`src/rtl/proc_flags_if.sv`:
```
// Bus between the proc_flags core and its synchronous memory / peripherals,
// plus the Run permit and the Done/Flags status lines.
interface proc_flags_if #(parameter int WIDTH = 16);
    logic             Run;
    logic [WIDTH-1:0] DIN;
    logic [WIDTH-1:0] ADDR;
    logic [WIDTH-1:0] DOUT;
    logic             W;
    logic             Done;
    logic [2:0]       Flags;

    modport master (input Run, input DIN,
                    output ADDR, output DOUT, output W, output Done, output Flags);
    modport slave  (output Run, output DIN,
                    input ADDR, input DOUT, input W, input Done, input Flags);
endinterface

```
`src/rtl/proc_flags.sv`:
```
// Multi-cycle WIDTH-bit fetch/execute core with a {N,C,Z} flag register
// and a conditional PC-relative branch; r7 doubles as the program counter.
module proc_flags #(
    parameter int               WIDTH    = 16,
    parameter logic [WIDTH-1:0] PC_RESET = '0
) (
    input  logic         Clock,
    input  logic         Reset,
    proc_flags_if.master bus
);
    typedef enum logic [2:0] {T0, T1, T2, T3, T4, T5} state_t;

    localparam logic [2:0] OP_MV  = 3'b000;
    localparam logic [2:0] OP_MVT = 3'b001;
    localparam logic [2:0] OP_ADD = 3'b010;
    localparam logic [2:0] OP_SUB = 3'b011;
    localparam logic [2:0] OP_LD  = 3'b100;
    localparam logic [2:0] OP_ST  = 3'b101;
    localparam logic [2:0] OP_AND = 3'b110;
    localparam logic [2:0] OP_BR  = 3'b111;

    localparam logic [1:0] SRC_B   = 2'd0;
    localparam logic [1:0] SRC_MVT = 2'd1;
    localparam logic [1:0] SRC_G   = 2'd2;
    localparam logic [1:0] SRC_DIN = 2'd3;

    state_t state, state_next;

    logic [WIDTH-1:0] regs [8];
    logic [WIDTH-1:0] ir, a_reg, g_reg, addr_reg, dout_reg;
    logic             w_reg;
    logic [2:0]       flags;

    logic [2:0]              op, rx, ry, rx_dst;
    logic                    m;
    logic signed [WIDTH-1:0] imm;
    logic [WIDTH-1:0]        opnd_b, mvt_val, rx_data, g_next;
    logic [WIDTH:0]          alu_out;
    logic                    take;

    logic       ir_we, addr_pc, addr_ry, pc_inc, a_we, a_from_pc;
    logic       g_we, g_branch, flags_we, st_we, rx_we, done;
    logic [1:0] rx_src;

    // Returns {carry, result}; subtraction is A + ~B + 1 so carry means A >= B.
    function automatic logic [WIDTH:0] alu_eval(input logic [2:0] code,
                                                input logic [WIDTH-1:0] x,
                                                input logic [WIDTH-1:0] y);
        logic [WIDTH:0] r;
        case (code)
            OP_ADD:  r = {1'b0, x} + {1'b0, y};
            OP_SUB:  r = {1'b0, x} + {1'b0, ~y} + {{WIDTH{1'b0}}, 1'b1};
            default: r = {1'b0, x & y};
        endcase
        return r;
    endfunction

    function automatic logic cond_met(input logic [2:0] cc, input logic [2:0] nzc);
        case (cc)
            3'b000:  return 1'b1;
            3'b001:  return nzc[0];
            3'b010:  return !nzc[0];
            3'b011:  return !nzc[1];
            3'b100:  return nzc[1];
            3'b101:  return !nzc[2];
            3'b110:  return nzc[2];
            default: return 1'b0;
        endcase
    endfunction

    assign op      = ir[WIDTH-1 -: 3];
    assign m       = ir[WIDTH-4];
    assign rx      = ir[WIDTH-5 -: 3];
    assign ry      = ir[2:0];
    assign imm     = {{7{ir[WIDTH-8]}}, ir[WIDTH-8:0]};
    assign mvt_val = {ir[7:0], {(WIDTH-8){1'b0}}};
    assign opnd_b  = m ? imm : regs[ry];
    assign alu_out = alu_eval(op, a_reg, opnd_b);
    assign take    = cond_met(rx, flags);
    assign rx_dst  = (op == OP_BR) ? 3'd7 : rx;
    assign g_next  = g_branch ? a_reg + imm : alu_out[WIDTH-1:0];

    always_comb begin
        rx_data = opnd_b;
        case (rx_src)
            SRC_MVT: rx_data = mvt_val;
            SRC_G:   rx_data = g_reg;
            SRC_DIN: rx_data = bus.DIN;
            default: rx_data = opnd_b;
        endcase
    end

    always_ff @(posedge Clock) begin
        if (Reset) state <= T0;
        else       state <= state_next;
    end

    always_comb begin
        state_next = state;
        case (state)
            T0: if (bus.Run) state_next = T1;
            T1: state_next = T2;
            T2: state_next = T3;
            T3: begin
                case (op)
                    OP_MV, OP_MVT: state_next = T0;
                    OP_BR:         state_next = take ? T4 : T0;
                    default:       state_next = T4;
                endcase
            end
            T4: state_next = (op == OP_ST) ? T0 : T5;
            T5: state_next = T0;
            default: state_next = T0;
        endcase
    end

    always_comb begin
        ir_we = 1'b0; addr_pc = 1'b0; addr_ry = 1'b0; pc_inc = 1'b0;
        a_we = 1'b0; a_from_pc = 1'b0; g_we = 1'b0; g_branch = 1'b0;
        flags_we = 1'b0; st_we = 1'b0; rx_we = 1'b0; done = 1'b0;
        rx_src = SRC_B;
        case (state)
            T0: begin
                addr_pc = 1'b1;
                pc_inc  = bus.Run;
            end
            T2: ir_we = 1'b1;
            T3: begin
                case (op)
                    OP_MV:  begin rx_we = 1'b1; rx_src = SRC_B;   done = 1'b1; end
                    OP_MVT: begin rx_we = 1'b1; rx_src = SRC_MVT; done = 1'b1; end
                    OP_ADD, OP_SUB, OP_AND: a_we = 1'b1;
                    OP_LD, OP_ST:           addr_ry = 1'b1;
                    default: begin
                        if (take) begin a_we = 1'b1; a_from_pc = 1'b1; end
                        else      done = 1'b1;
                    end
                endcase
            end
            T4: begin
                case (op)
                    OP_ADD, OP_SUB, OP_AND: begin g_we = 1'b1; flags_we = 1'b1; end
                    OP_ST:                  begin st_we = 1'b1; done = 1'b1; end
                    OP_BR:                  begin g_we = 1'b1; g_branch = 1'b1; end
                    default: ;
                endcase
            end
            T5: begin
                done = 1'b1;
                case (op)
                    OP_ADD, OP_SUB, OP_AND, OP_BR: begin rx_we = 1'b1; rx_src = SRC_G; end
                    OP_LD:                         begin rx_we = 1'b1; rx_src = SRC_DIN; end
                    default: ;
                endcase
            end
            default: ;
        endcase
    end

    // A register write to r7 is issued after the increment so it wins.
    always_ff @(posedge Clock) begin
        if (Reset) begin
            for (int i = 0; i < 7; i++) regs[i] <= '0;
            regs[7]  <= PC_RESET;
            ir       <= '0;
            a_reg    <= '0;
            g_reg    <= '0;
            addr_reg <= '0;
            dout_reg <= '0;
            w_reg    <= 1'b0;
            flags    <= 3'b000;
        end else begin
            w_reg <= st_we;
            if (ir_we)    ir       <= bus.DIN;
            if (addr_pc)  addr_reg <= regs[7];
            if (addr_ry)  addr_reg <= regs[ry];
            if (a_we)     a_reg    <= a_from_pc ? regs[7] : regs[rx];
            if (g_we)     g_reg    <= g_next;
            if (flags_we) flags    <= {alu_out[WIDTH-1], alu_out[WIDTH],
                                       alu_out[WIDTH-1:0] == '0};
            if (st_we)    dout_reg <= regs[rx];
            if (pc_inc)   regs[7]  <= regs[7] + WIDTH'(1);
            if (rx_we)    regs[rx_dst] <= rx_data;
        end
    end

    assign bus.ADDR  = addr_reg;
    assign bus.DOUT  = dout_reg;
    assign bus.W     = w_reg;
    assign bus.Flags = flags;
    assign bus.Done  = done;
endmodule

```
`src/flat_wrapper.sv`:
```
// flat-port wrapper written by rule: the top's interface ports become plain ports
module proc_flags_flat 
#(
    parameter int               WIDTH    = 16,
    parameter logic [WIDTH-1:0] PC_RESET = '0
)
  (Clock, Reset, bus_Run, bus_DIN, bus_ADDR, bus_DOUT, bus_W, bus_Done, bus_Flags);
  proc_flags_if #(.WIDTH(WIDTH)) bus_i ();
  input  logic Clock;
  input  logic Reset;
  input wire logic [$bits(bus_i.Run)-1:0] bus_Run;
  input wire logic [$bits(bus_i.DIN)-1:0] bus_DIN;
  output wire logic [$bits(bus_i.ADDR)-1:0] bus_ADDR;
  output wire logic [$bits(bus_i.DOUT)-1:0] bus_DOUT;
  output wire logic [$bits(bus_i.W)-1:0] bus_W;
  output wire logic [$bits(bus_i.Done)-1:0] bus_Done;
  output wire logic [$bits(bus_i.Flags)-1:0] bus_Flags;
  assign bus_i.Run = bus_Run;
  assign bus_i.DIN = bus_DIN;
  assign bus_ADDR = bus_i.ADDR;
  assign bus_DOUT = bus_i.DOUT;
  assign bus_W = bus_i.W;
  assign bus_Done = bus_i.Done;
  assign bus_Flags = bus_i.Flags;
  proc_flags #(.WIDTH(WIDTH), .PC_RESET(PC_RESET)) u_core (.Clock(Clock), .Reset(Reset), .bus(bus_i));
endmodule
```
`config.mk`:
```
export PLATFORM = sky130hd
export DESIGN_NAME = proc_flags_flat
export DESIGN_NICKNAME = d
export VERILOG_FILES = /design/src/rtl/proc_flags_if.sv /design/src/rtl/proc_flags.sv /design/src/flat_wrapper.sv
export SDC_FILE = /design/constraint.sdc
export NUM_CORES = 1
export LEC_CHECK = 0
export CAP_MARGIN = 20
export CORE_AREA = 2 2 179 225
export DETAILED_ROUTE_END_ITERATION = 12
export DIE_AREA = 0 0 181 227
export SKIP_CTS_REPAIR_TIMING = 1
export SYNTH_ARGS = -nofsm -noshare
export SYNTH_HDL_FRONTEND = slang
export SYNTH_SLANG_ARGS = --single-unit
```
`constraint.sdc`:
```
create_clock -name Clock -period 5.19 [get_ports Clock]
set_input_delay 0.7785 -clock Clock [delete_from_list [all_inputs] [get_ports Clock]]
set_output_delay 0.7785 -clock Clock [all_outputs]
set_load 0.005 [all_outputs]
```
==> results.md, run 1 <==
* Hold Path Stages at 2
* CP bufs+invs at 1
* Iteration-0 DRC Markers at ~800
* Final hold violation count at 0
* Critical path's top delay family: simple AND/OR/NAND/NOR gates
* Largest area contributor in the netlist: edfxtp_1
* CP Capture Type: flop
* Worst clock skew at 0.00946 ns
* Yosys top cell area share at 28.5%
* CP Launch Type: flop
* #FFs+latches synth at ~220
* Top-count cell post-synth: nor2_1
* DRC viols at 0
* Pin slew with the least headroom to its limit at about 1.1 ns
* H-tree depth at 1
* Hold Path End: u_core.g_reg[7]$_SDFFE_PP0P_
* CP cell instances: buf_12 > mux4_2 > mux2_2 > mux2_2 > ha_1 > fa_1 > nand2b_4 > a211oi_1 > o211ai_1 > a31oi_1 > xor2_1 > o21ai_0 > or4_1 > or4_1 > o31ai_2
* Flop pwr share at approximately 44%
* Row count at just over 80
* Maxcap violations at 0
* Clock Power Share at between 40% and 50%
* EDFF count, synth at roughly 130
* Total Routing Usage GR at 20.5%
* Share of layout cells above drive strength 1 at roughly an eighth
* Vias in the first global route at approximately 11,000
* Slew margin rel. at 27.5%
* CTS root buffer: clkbuf_16
* DR WL/cell at roughly 22 um
* Post-synth cell types at between 70 and 80
* Switching share of total power at roughly 27%
* Final period util at around nine tenths
* Slowest stage cell, crit path: or4_1
* Top cells by area, synth: edfxtp_1, dfxtp_1, mux4_2, nor2_1, ha_1
* Async set-reset flop share out of synthesis at 0%
* RR Endpoint: u_core.bus.Flags[0]$_SDFFE_PP0P_
* Clock Sinks at ~220
* Number of port buffers at 55
* VDD IR max at approximately 0.0002 V
* Die H at ~230 um
* Syn_area_per_cell at 9.79 um2
* Sw Pwr at approximately 0.0012 W
* Final HPWL DP at approximately 32,000 um
* # IOs at 56
* Final wirelength at roughly 42,000 um
* Flop2flop setup slack at around 0.48 ns
* Area grow syn2layout at 14.8%
* Req. time, crit path at around 5.6 ns
* P per Cell Area at about 300 nW/um2
* Path depth of the worst reg2reg path at 15
* Routed via count at approximately 11,000
* Gate power share at 15.9%
* Pint at 0.00334 W
* # fillers at roughly 3,800
* Ant diodes at 0
* First-pass GRT wire length at 64,800 um
* CTS Buffer Depth at 3
* Crit path kind: reg -> reg
* Largest net degree at the start of global routing at 64
* Min cycle time layout at ~4.7 ns
* CP max FO at 30
* Overall die area at just over 40,000 um2
* RD Place Congestion at about 0.9
* Initial core utilization at 34.6%
* Worst min-delay path class: reg -> reg
* Num CTS Buffers at 24
* Synth top cells by count: nor2_1, nand2_1, edfxtp_1
* Finish-stage setup viols at 0
* Initial antenna violation count at 0
* Primary FF master, synth: edfxtp_1
* Min-delay src: u_core.g_reg[7]$_SDFFE_PP0P_
* Status: finished clean
* Skew-Pair Late Insertion Delay at around 0.53 ns
* Final Max Tran Viols at 0
* Reg clk slew, reported paths at 0.06 ns
* Lkg Pwr at around 5.5 nW
* Vias per cell at between 5 and 6
* Syn nets at around 1,500
* Die width at 181 um
* CP arrival at just over 5 ns
* Pwr Total at roughly 0.0046 W
* Pre-antenna DRT Iters at 5
* Final ANT Viol Nets at 0
* Largest Register: u_core.regs
* CTS tree: yes
* Largest register FFs at 128
* Unrepaired setup endpoints after global routing: no
* CP peak stage delay at ~0.58 ns
* TNS Setup at 0 ns
* Synth warn at 0
* Seq/Total Area, Yosys at around 42%
* Syn Std Cell Area at 13,500 um2
* Cells after Synth at about 1,400
* Layout Nets at 1,477
* GRT Residual Overflow at 0
* Core area at about 39,000 um2
* Max Clk Rate at 212 MHz
==> tightest hold or removal path, delay by kind of cell, from the launching register on <==
family           cells  cell delay, ns
AO/OA/AOI/OAI        1            0.05
flip-flops           1            0.31
AND/OR/NAND/NOR      1            0.05
==> logic make-up (layout without fill, tap and decap cells) <==
group                      after synthesis  after routing  share of synthesized area, %
and+or+nand+nor                        521            521                          16.9
AOI/OAI and AO/OA                      283            283                          13.5
DFF                                    221            221                          42.3
buffers and inverters                  133            178                          4.00
muxes                                  127            127                          15.6
adders and majority gates               55             55                          5.27
xor gates and xnor gates                36             36                          2.40
==> power by group through the flow <==
stage          combinational, W  sequential, W  clock (W)
2_1_floorplan          0.000515        0.00200          0
3_3_place_gp           0.000718        0.00205          0
3_5_place_dp           0.000725        0.00205          0
4_1_cts                0.000728        0.00201    0.00188
5_1_grt                0.000796        0.00203    0.00193
6_report               0.000730        0.00202    0.00184
==> cell usage in the layout, fill, tap and decap left out, types with 9 or more instances in the layout <==
| master | n |
|---|---|
| xnor2_1 | 23 |
| dfxtp_1 | 91 |
| and3_1 | 9 |
| edfxtp_1 | 128 |
| o21ai_1 | 10 |
| nor2b_1 | 15 |
| nand3_1 | 21 |
| nand2_1 | 131 |
| a211oi_1 | 29 |
| ha_1 | 52 |
| buf_4 | 38 |
| a22oi_1 | 11 |
| a21oi_1 | 68 |
| nor3_1 | 24 |
| nand2b_1 | 10 |
| nor4_1 | 14 |
| o21ai_0 | 64 |
| mux2i_1 | 39 |
| clkbuf_16 | 25 |
| o22ai_1 | 17 |
| inv_1 | 40 |
| mux4_2 | 64 |
| xor2_1 | 12 |
| mux2_2 | 24 |
| clkdlybuf4s50_1 | 54 |
| nor2_1 | 261 |
| a311oi_1 | 12 |
==> worst max-delay path by stage <==
stage          startpoint                          endpoint  slack [ns]  cells after the start
6_report             flop  u_core.bus.Flags[0]$_SDFFE_PP0P_        0.48                     15
5_1_grt              flop     u_core.g_reg[15]$_SDFFE_PP0P_        0.14                     17
4_1_cts              flop     u_core.g_reg[15]$_SDFFE_PP0P_        0.30                     16
3_5_place_dp         flop     u_core.g_reg[15]$_SDFFE_PP0P_        0.36                     16
3_3_place_gp         flop     u_core.g_reg[15]$_SDFFE_PP0P_        0.32                     16
2_1_floorplan        flop  u_core.bus.Flags[0]$_SDFFE_PP0P_        0.66                     16
==> layout make-up <==
cell class	count	area, um2	share of cell area (%)
timing repair buffer	94	873	5.65
tap	498	623	4.03
sequential	221	5710	36.9
multi-input combinational	1022	7250	46.9
clock inverter	9	125	0.809
clock buffer	35	733	4.74
inverter	40	150	0.971
==> through the flow <==
stage / utilization [%] / cell area (um2) / hold slack, ns / setup WS [ns] / cells
6_report: 39.7 / 15500 / 0.464 / 0.481 / 1919
5_1_grt: 39.7 / 15500 / 0.480 / 0.137 / 1919
4_1_cts: 39.6 / 15400 / 0.458 / 0.302 / 1918
3_5_place_dp: 37.4 / 14600 / 0.450 / 0.364 / 1874
3_3_place_gp: 37.4 / 14600 / 0.443 / 0.319 / 1874
2_1_floorplan: - / 13500 / 0.432 / 0.661 / 1376
==> metal layers <==
layer	up-vias	GRT usage (%)	wire, um
met4	0	9.36	1950
met1	5358	25.0	16900
li1	5087	-	-
met3	89	2.59	2020
met2	337	36.2	20900
met5	-	0	0
(Power assumes the default switching activity.)
==> run 2, diff against run 1 <==
Settings changed: GPL_TIMING_DRIVEN from default to 1.
==> results of run 2 <==
No change in the layout: final DEF, timing and power equal those of run 1.
==> run 3, diff against run 2 <==
Settings changed: GPL_TIMING_DRIVEN 1 to default.
==> results of run 3 <==
No change in the layout: final DEF, timing and power equal those of run 1.
